--- src/rtl/alu_pkg.sv ---
// Shared definitions for the RV32I ALU and the two-port ALU arbiter.
package alu_pkg;

    localparam int unsigned XLEN      = 32;
    localparam int unsigned ALU_SEL_W = 4;

    localparam logic [ALU_SEL_W-1:0] ALU_ADD  = 4'b0000;
    localparam logic [ALU_SEL_W-1:0] ALU_SUB  = 4'b0001;
    localparam logic [ALU_SEL_W-1:0] ALU_XOR  = 4'b0010;
    localparam logic [ALU_SEL_W-1:0] ALU_OR   = 4'b0011;
    localparam logic [ALU_SEL_W-1:0] ALU_AND  = 4'b0100;
    localparam logic [ALU_SEL_W-1:0] ALU_SLL  = 4'b0101;
    localparam logic [ALU_SEL_W-1:0] ALU_SRL  = 4'b0110;
    localparam logic [ALU_SEL_W-1:0] ALU_SRA  = 4'b0111;
    localparam logic [ALU_SEL_W-1:0] ALU_SLT  = 4'b1000;
    localparam logic [ALU_SEL_W-1:0] ALU_SLTU = 4'b1001;

    typedef enum logic {
        StEmpty = 1'b0,
        StFull  = 1'b1
    } state_t;

    function automatic logic is_legal_sel(input logic [ALU_SEL_W-1:0] sel);
        return sel <= ALU_SLTU;
    endfunction

endpackage

--- src/rtl/alu.sv ---
// Combinational RV32I ALU; undefined opcodes produce zero.
module alu
    import alu_pkg::*;
(
    input  logic [XLEN-1:0]      A,
    input  logic [XLEN-1:0]      B,
    input  logic [ALU_SEL_W-1:0] sel,
    output logic [XLEN-1:0]      alu_out,
    output logic                 zero,
    output logic                 lt_signed,
    output logic                 lt_unsigned
);

    always_comb begin
        lt_signed   = $signed(A) < $signed(B);
        lt_unsigned = A < B;
        case (sel)
            ALU_ADD:  alu_out = A + B;
            ALU_SUB:  alu_out = A - B;
            ALU_XOR:  alu_out = A ^ B;
            ALU_OR:   alu_out = A | B;
            ALU_AND:  alu_out = A & B;
            ALU_SLL:  alu_out = A << B[4:0];
            ALU_SRL:  alu_out = A >> B[4:0];
            ALU_SRA:  alu_out = $unsigned($signed(A) >>> B[4:0]);
            ALU_SLT:  alu_out = {{(XLEN-1){1'b0}}, lt_signed};
            ALU_SLTU: alu_out = {{(XLEN-1){1'b0}}, lt_unsigned};
            default:  alu_out = '0;
        endcase
        zero = (alu_out == '0);
    end

endmodule

--- src/rtl/alu_share_arb.sv ---
// Two-port arbiter sharing one ALU; single-entry registered response slot with backpressure.
module alu_share_arb
    import alu_pkg::*;
#(
    parameter int unsigned FIXED_PRIO = 0
) (
    input  logic                 clk,
    input  logic                 rst,
    input  logic                 req0_valid,
    output logic                 req0_ready,
    input  logic [XLEN-1:0]      req0_a,
    input  logic [XLEN-1:0]      req0_b,
    input  logic [ALU_SEL_W-1:0] req0_sel,
    input  logic                 req1_valid,
    output logic                 req1_ready,
    input  logic [XLEN-1:0]      req1_a,
    input  logic [XLEN-1:0]      req1_b,
    input  logic [ALU_SEL_W-1:0] req1_sel,
    output logic                 rsp0_valid,
    input  logic                 rsp0_ready,
    output logic                 rsp1_valid,
    input  logic                 rsp1_ready,
    output logic [XLEN-1:0]      rsp_out,
    output logic                 rsp_zero,
    output logic                 rsp_lt_s,
    output logic                 rsp_lt_u,
    output logic                 rsp_illegal,
    output logic [15:0]          busy_cnt
);

    state_t              state_q, state_d;
    logic                owner_q;
    logic                last_grant_q;
    logic [XLEN-1:0]     rsp_out_q;
    logic                zero_q, lt_s_q, lt_u_q, illegal_q;
    logic [15:0]         busy_cnt_q;

    logic                any_valid, grant, owner_ready, accept;
    logic [XLEN-1:0]     alu_a, alu_b, alu_res;
    logic [ALU_SEL_W-1:0] alu_sel;
    logic                alu_zero, alu_lt_s, alu_lt_u, legal;

    always_comb begin
        any_valid = req0_valid | req1_valid;
        // On a tie the port that did not win last time goes next.
        if (req0_valid && req1_valid) begin
            grant = (FIXED_PRIO != 0) ? 1'b0 : ~last_grant_q;
        end else begin
            grant = req1_valid;
        end
        owner_ready = owner_q ? rsp1_ready : rsp0_ready;
        accept      = any_valid && ((state_q == StEmpty) || owner_ready);
        req0_ready  = accept && !grant;
        req1_ready  = accept && grant;
        alu_a       = grant ? req1_a : req0_a;
        alu_b       = grant ? req1_b : req0_b;
        alu_sel     = grant ? req1_sel : req0_sel;
        legal       = is_legal_sel(alu_sel);
    end

    always_comb begin
        state_d = state_q;
        if (accept) begin
            state_d = StFull;
        end else if ((state_q == StFull) && owner_ready) begin
            state_d = StEmpty;
        end
    end

    alu u_alu (
        .A           (alu_a),
        .B           (alu_b),
        .sel         (alu_sel),
        .alu_out     (alu_res),
        .zero        (alu_zero),
        .lt_signed   (alu_lt_s),
        .lt_unsigned (alu_lt_u)
    );

    always_ff @(posedge clk or posedge rst) begin
        if (rst) begin
            state_q      <= StEmpty;
            owner_q      <= 1'b0;
            last_grant_q <= 1'b1;
            rsp_out_q    <= '0;
            zero_q       <= 1'b0;
            lt_s_q       <= 1'b0;
            lt_u_q       <= 1'b0;
            illegal_q    <= 1'b0;
            busy_cnt_q   <= '0;
        end else begin
            state_q <= state_d;
            if (accept) begin
                owner_q      <= grant;
                last_grant_q <= grant;
                rsp_out_q    <= legal ? alu_res : '0;
                zero_q       <= legal & alu_zero;
                lt_s_q       <= legal & alu_lt_s;
                lt_u_q       <= legal & alu_lt_u;
                illegal_q    <= ~legal;
            end
            if ((state_q == StFull) && (busy_cnt_q != 16'hFFFF)) begin
                busy_cnt_q <= busy_cnt_q + 16'd1;
            end
        end
    end

    assign rsp0_valid  = (state_q == StFull) && !owner_q;
    assign rsp1_valid  = (state_q == StFull) && owner_q;
    assign rsp_out     = rsp_out_q;
    assign rsp_zero    = zero_q;
    assign rsp_lt_s    = lt_s_q;
    assign rsp_lt_u    = lt_u_q;
    assign rsp_illegal = illegal_q;
    assign busy_cnt    = busy_cnt_q;

endmodule

--- config.mk ---
export PLATFORM = sky130hd
export DESIGN_NAME = alu_share_arb
export DESIGN_NICKNAME = d
export VERILOG_FILES = /design/src/rtl/alu_pkg.sv /design/src/rtl/alu.sv /design/src/rtl/alu_share_arb.sv
export SDC_FILE = /design/constraint.sdc
export NUM_CORES = 1
export LEC_CHECK = 0
export BUFFER_PORTS_ARGS = -buffer_cell sky130_fd_sc_hd__buf_2
export CELL_PAD_IN_SITES_DETAIL_PLACEMENT = 0
export CELL_PAD_IN_SITES_GLOBAL_PLACEMENT = 1
export CORE_MARGIN = 4
export CORE_UTILIZATION = 40
export CTS_CLUSTER_SIZE = 16
export DETAILED_ROUTE_END_ITERATION = 7
export PLACE_DENSITY_LB_ADDON = 0.1
export SLEW_MARGIN = 20
export SYNTH_ARGS = -nofsm -noshare
export SYNTH_HDL_FRONTEND = slang
export SYNTH_SLANG_ARGS = --single-unit
--- constraint.sdc ---
create_clock -name clk -period 5.19 [get_ports clk]
set_clock_uncertainty 0.1 [all_clocks]
set_input_delay 0.519 -clock clk [delete_from_list [all_inputs] [get_ports clk]]
set_output_delay 0.519 -clock clk [all_outputs]
set_load 0.005 [all_outputs]
==> metrics.md, run 1 <==
| Metric | Value |
|---|---|
| Outcome | `finished clean` |
| Flop-to-flop setup slack | `0.11 ns` |
| Cell Area, Placed | `18500 um2` |
| RSZ-0062 raised after global routing | `no` |
| Grt total ovfl | `0` |
| Final WL | `77400 um` |
| Worst EP arrival | `5.20 ns` |
| Layout fillers | `3738` |
| Mapped Area | `14800 um2` |
| Final Hold Fails | `0` |
| DP HPWL | `63800 um` |
| Pwr Total | `5040 uW` |
| Reg2reg path depth | `19` |
| Simple-gate portion of the synthesized area | `25.8%` |
| Setup TNS Final | `0 ns` |
| Fin crit share | `97.8%` |
| Die Span X | `201 um` |
| Placed Cells incl. Taps | `2942` |
| Post-synthesis compound-gate area fraction | `25.4%` |
| Vias post-DR | `18500` |
| Synth top cells by count | `nand2_1, mux2i_1, nor2_1` |
| Vias in the first global route | `17500` |
| Relative slew slack | `29.0%` |
| First-pass iteration count of the detailed router | `6` |
| Unique masters post-synth | `97` |
| Number of flops mapped to enable cells by yosys | `0` |
| Port bufs | `197` |
| Clock Latency Late Sink | `0.30 ns` |
| Synth top area share | `13.1%` |
| Synth Flop Type | `dfrtp_1` |
| Post-route ant nets | `0` |
| Core area | `36600 um2` |
| Final design utilization | `51.3%` |
| Share of cells above drive strength 1 | `28.0%` |
| Synth Register Bits | `55` |
| Ports | `198` |
| Cells after synthesis | `2096` |
| Non-filler instance count after layout | `2955` |
| DRC errors left | `0` |
| Die area | `40300 um2` |
| Setup CP Type | `flip-flop to flip-flop` |
| HP Class | `input pin to asynchronous set/reset pin` |
| Max Buffers Root-to-Sink | `2` |
| CTS Sinks | `55` |
| 1st-iter DRT viols | `2139` |
| CTS root buf | `clkbuf_16` |
| Async SR Flop Fraction | `100%` |
| Seq/Total Area, Yosys | `9.28%` |
| Max frequency | `197 MHz` |
| Ranking of synthesized cells by area | `mux2i_1, dfrtp_1, nand2_1, ha_1, mux2_2` |
| WP data required | `5.32 ns` |
| DR vias/cell | `6.26` |
| Final Instance Area | `18800 um2` |
| Largest family of logic cells by synthesized area | `simple AND/OR/NAND/NOR gates` |
| Area delta synth->final | `26.6%` |
| Worst Setup End Kind | `flip-flop` |
| Die height | `201 um` |
| Final net count | `2729` |
| Top cell family by delay on the critical path | `simple AND/OR/NAND/NOR gates` |
| Final setup fails | `0` |
| First-pass GRT wire length | `114000 um` |
| Largest net degree at the start of global routing | `66` |
| PwrDens | `268 nW/um2` |
| Max VDD drop | `189 uV` |
| GPL Wtd Cong | `1.04` |
| Initial antenna violation count | `3` |
| # rows | `70` |
| Drt wl/cell | `26.2 um` |
| XOR/XNOR Fraction of Synth Area | `2.06%` |
| H-Tree Depth | `2` |
| Slew at the pin with the worst max-slew slack | `1.06 ns` |
| Slew Viols, Final | `0` |
| CTS Buf Count | `5` |
| R2R Path Start | `last_grant_q` |
| Worst-path maximum fanout | `20` |
| Multi-input logic area | `12500 um2` |
| Initial Util | `40.6%` |
| TritonCTS clock tree | `built` |
| GR Util All Layers | `36.2%` |
| Post-synthesis net count | `2340` |
| Cell with the largest stage delay on the worst path | `dfstp_2` |
| Min cycle time layout | `5.08 ns` |
| Yosys Warn Count | `0` |
| Clock transition at the registers of the reported paths | `0.07 ns` |
| CP cell instances | `a21bo_4 -> buf_12 -> buf_12 -> buf_4 -> mux2i_2 -> buf_12 -> buf_4 -> nor2_1 -> a221oi_1 -> buf_4 -> nand4_1 -> nor3_2 -> nand4_1 -> nor4b_2 -> nand4_1 -> nor4_2 -> and4_1 -> and4_1 -> a32o_1` |
| Mux contribution to synthesized area | `21.0%` |
| Mean Syn Cell Area | `7.08 um2` |
| CP Launch Type | `flip-flop` |
| RR Endpoint | `rsp_zero` |
| Critical path buffers and inverters | `6` |
| Top-count cell post-synth | `nand2_1` |
| Slowest stage delay, CP | `0.58 ns` |
| Max-cap violations | `0` |
| Pleak | `0.00900 uW` |
| Register area | `1380 um2` |
| Synth Area in Adders | `8.70%` |
| Biggest area consumer among synthesized cells | `mux2i_1` |
[through the flow]
stage | hold WS, ns | setup WS [ns]
6_report | 0.290 | 0.114
5_1_grt | 0.363 | 0.00726
4_1_cts | 0.323 | 0.00401
3_5_place_dp | 0.361 | -0.543
3_3_place_gp | 0.357 | -0.486
2_1_floorplan | 0.370 | 0.00306
[flip-flops by register name, indices dropped and copies added, names as in the netlist]
register	flops
owner_q	1
rsp_lt_s	1
rsp_lt_u	1
rsp_illegal	1
last_grant_q	1
rsp_out	32
state_q	1
busy_cnt	16
rsp_zero	1
[metal layers]
metal | GRT usage, % | routed length (um) | vias to the layer above
met2 | 54.7 | 32600 | 1013
li1 | - | - | 8479
met5 | 0 | 14 | -
met3 | 4.22 | 6380 | 180
met1 | 50.9 | 33500 | 8819
met4 | 18.5 | 4890 | 2
[how the worst max path moves through the flow]
stage                       from        to  slack [ns]  depth (start not counted)
global placement      req1_valid  rsp_zero       -0.49                         20
detailed placement    req1_valid  rsp_zero       -0.54                         20
floorplan             req1_valid  rsp_zero       0.003                         24
CTS                 last_grant_q  rsp_zero       0.004                         20
finish              last_grant_q  rsp_zero        0.11                         19
global route        last_grant_q  rsp_zero       0.007                         21
[report_power, final]
part	total, uW	internal, uW	switching (uW)
combinational	3950	1650	2300
sequential	659	563	96.1
clock	427	277	150
[final cells by class]
type	count	area share, %
diodes	1	0.0133
clock buffers	6	0.686
clock inverters	2	0.320
inverters	99	2.00
multi-input cells	1787	66.7
flip-flops and latches	55	7.33
well taps	468	3.12
repair buffers	537	19.8
[cell families after synthesis]
family / Yosys count
compound gates: 543
xor+xnor: 35
fa+ha+maj: 102
buf+inv: 254
flops: 55
mux: 285
simple gates: 822
[worst register-to-register path: stages (launching register included)]
cell	delay [ns]
dfstp_2	0.58
a21bo_4	0.15
buf_12	0.19
buf_12	0.21
buf_4	0.23
mux2i_2	0.31
buf_12	0.21
buf_4	0.24
nor2_1	0.11
a221oi_1	0.37
buf_4	0.18
nand4_1	0.10
nor3_2	0.45
nand4_1	0.20
nor4b_2	0.32
nand4_1	0.15
nor4_2	0.27
and4_1	0.27
and4_1	0.21
a32o_1	0.17
[what timing repair did]
item / CTS / global route
pin swaps: 0 / 3
buffers inserted: 0 / 4
endpoints found under the setup margin: 1 / 2
hold buffers: 0 / 0
gates resized for setup: 3 / 17
[placed cells by master (no fill, tap or decap), types with 8 or more instances in the layout]
cell type    n
nand4_1     22
o22ai_1     12
a21oi_1    112
nand2b_1    23
ha_1        98
a21o_1      17
nor2_1     164
o211ai_1    29
o21ai_0    108
xnor2_1     29
a31oi_1     17
or3_1       13
nor4b_1      8
buf_12      14
and3_1      17
a211o_1      8
mux2i_1    193
buf_2      195
a221oi_1    35
o221ai_1    10
mux2_2      68
or2_2        9
dfrtp_1     54
a211oi_1    37
nor3_1      55
a311oi_1     8
nor4_1      21
a221o_1     10
and2_1      10
inv_1       93
a22oi_1      8
a22o_1       8
o31ai_1     12
o31a_1       8
nand2_1    348
buf_4      328
o21bai_1    12
nor2b_1     22
nand3_1     63
No activity file was read; power rests on OpenSTA's default activity.
==> inputs of run 2 (changes only) <==
- CTS_CLUSTER_SIZE: 16 -> unset
- MAX_ROUTING_LAYER: unset -> met4
==> metrics.md, run 2 (same netlist as run 1, synthesis figures left out) <==
| Metric | Value |
|---|---|
| Clock transition at the registers of the reported paths | `0.07 ns` |
| Ports | `198` |
| Clock Latency Late Sink | `0.30 ns` |
| Most common cell after layout, fill and taps aside | `nand2_1` |
| CP Launch Type | `input pin` |
| Max Buffers Root-to-Sink | `2` |
| CTS root buf | `clkbuf_16` |
| Slew at the pin with the worst max-slew slack | `1.03 ns` |
| WP data required | `5.32 ns` |
| Final net count | `2725` |
| CP startpoint | `req1_valid` |
| Final WL | `77300 um` |
| H-Tree Depth | `2` |
| Setup CP Type | `input pin to flip-flop` |
| Final Hold Fails | `0` |
| DP HPWL | `63600 um` |
| Die Span X | `201 um` |
| Critical path buffers and inverters | `7` |
| Max-cap violations | `0` |
| Core area | `36600 um2` |
| DR vias/cell | `6.26` |
| Outcome | `finished clean` |
| 1st-iter DRT viols | `2375` |
| Placed Cells incl. Taps | `2938` |
| Commonest cells after routing, fill and taps aside | `nand2_1, buf_4, buf_2` |
| Area delta synth->final | `25.8%` |
| Initial Util | `40.6%` |
| Relative slew slack | `31.1%` |
| Pwr Total | `4920 uW` |
| Min cycle time layout | `5.16 ns` |
| Post-route ant nets | `0` |
| Worst EP arrival | `5.30 ns` |
| R2R Path Start | `last_grant_q` |
| Vias post-DR | `18500` |
| CP most frequent cell | `buf_4` |
| Max frequency | `194 MHz` |
| PwrDens | `264 nW/um2` |
| Largest net degree at the start of global routing | `66` |
| Grt total ovfl | `0` |
| Drt wl/cell | `26.2 um` |
| Initial antenna violation count | `2` |
| Port bufs | `197` |
| Cell with the largest stage delay on the worst path | `mux2_2` |
| HP Class | `input pin to asynchronous set/reset pin` |
| Met3 WL | `6560 um` |
| DRC errors left | `0` |
| Register area | `1380 um2` |
| First-pass iteration count of the detailed router | `5` |
| GR Util All Layers | `37.3%` |
| Final design utilization | `51.0%` |
| DR WL met2 | `32900 um` |
| Die area | `40300 um2` |
| Hold-fix buffers, CTS | `0` |
| # rows | `70` |
| TritonCTS clock tree | `built` |
| Routed metal-1 wire length | `33400 um` |
| First-pass GRT wire length | `114000 um` |
| Layout fillers | `3710` |
| Worst Setup End Kind | `flip-flop` |
| Slew Viols, Final | `0` |
| Slowest stage delay, CP | `0.48 ns` |
| Worst-path maximum fanout | `14` |
| Share of cells above drive strength 1 | `28.2%` |
| Pleak | `0.00894 uW` |
| Multi-input logic area | `12600 um2` |
| Highest routing layer actually used | `met4` |
| Setup TNS Final | `0 ns` |
| Critical Path Stages | `19` |
| Reg2reg path depth | `18` |
| Max FFs per register | `32` |
| CTS Sinks | `55` |
| CP cell instances | `buf_2 -> a21boi_4 -> buf_4 -> buf_4 -> buf_4 -> mux2_2 -> a221oi_2 -> buf_4 -> o21ai_0 -> a211oi_1 -> buf_4 -> o21ai_0 -> a211o_1 -> a311oi_1 -> buf_4 -> and2_1 -> and4_1 -> and4_1 -> a32o_1` |
| Final setup fails | `0` |
| Max VDD drop | `123 uV` |
| Vias in the first global route | `17500` |
| Die height | `201 um` |
| CTS Buf Count | `5` |
| Fin crit share | `99.5%` |
| Top cell family by delay on the critical path | `compound AO/OA/AOI/OAI gates` |
| Non-filler instance count after layout | `2951` |
| GPL Wtd Cong | `1.06` |
run 2: timing repair:
| action | 4_1_cts | 5_1_grt |
|---|---|---|
| pin swaps | 0 | 4 |
| setup buffers | 0 | 4 |
| resized for setup | 3 | 24 |
| endpoints found under the setup margin | 1 | 2 |
run 2: per-layer routing:
| metal | global-route usage (%) | vias up |
|---|---|---|
| li1 | - | 8473 |
| met1 | 51.7 | 8853 |
| met2 | 55.4 | 994 |
| met3 | 3.30 | 151 |
| met4 | 16.5 | 0 |
| met5 | - | - |
run 2: final cells by class:
type	instances	area share [%]
diodes	1	0.0134
clock inverters	3	0.101
repair buffers	533	19.3
multi-input cells	1787	67.4
inverters	99	2.02
clock buffers	5	0.670
flip-flops and latches	55	7.38
well taps	468	3.14
run 2: worst paths after layout:
kind | end | slack, ns
worst min register to register | rsp_out[11] | 0.37
max in group asynchronous | rsp_out[4] | 4.21
worst max register to register | rsp_zero | 0.05
min in group clk | rsp_out[11] | 0.37
worst min-delay path | busy_cnt[6] | 0.30
worst max-delay path | rsp_zero | 0.03
run 2: where the power goes:
group	switching [uW]	total [uW]	internal (uW)
combinational	2300	3930	1630
sequential	95.1	658	563
clock	152	331	179
run 2: stage by stage:
| stage | cell area (um2) | hold slack (ns) | setup slack [ns] |
|---|---|---|---|
| 6_report | 18700 | 0.300 | 0.0267 |
| 5_1_grt | 18700 | 0.364 | -0.0457 |
| 4_1_cts | 18500 | 0.324 | 0.0461 |
| 3_5_place_dp | 18400 | 0.365 | -0.317 |
| 3_3_place_gp | 18400 | 0.356 | -0.352 |
| 2_1_floorplan | 15000 | 0.370 | 0.00306 |
run 2: worst min-delay path, stage by stage:
cell and delay (ns):
buf_2 0.10, inv_2 0.03, buf_4 0.53
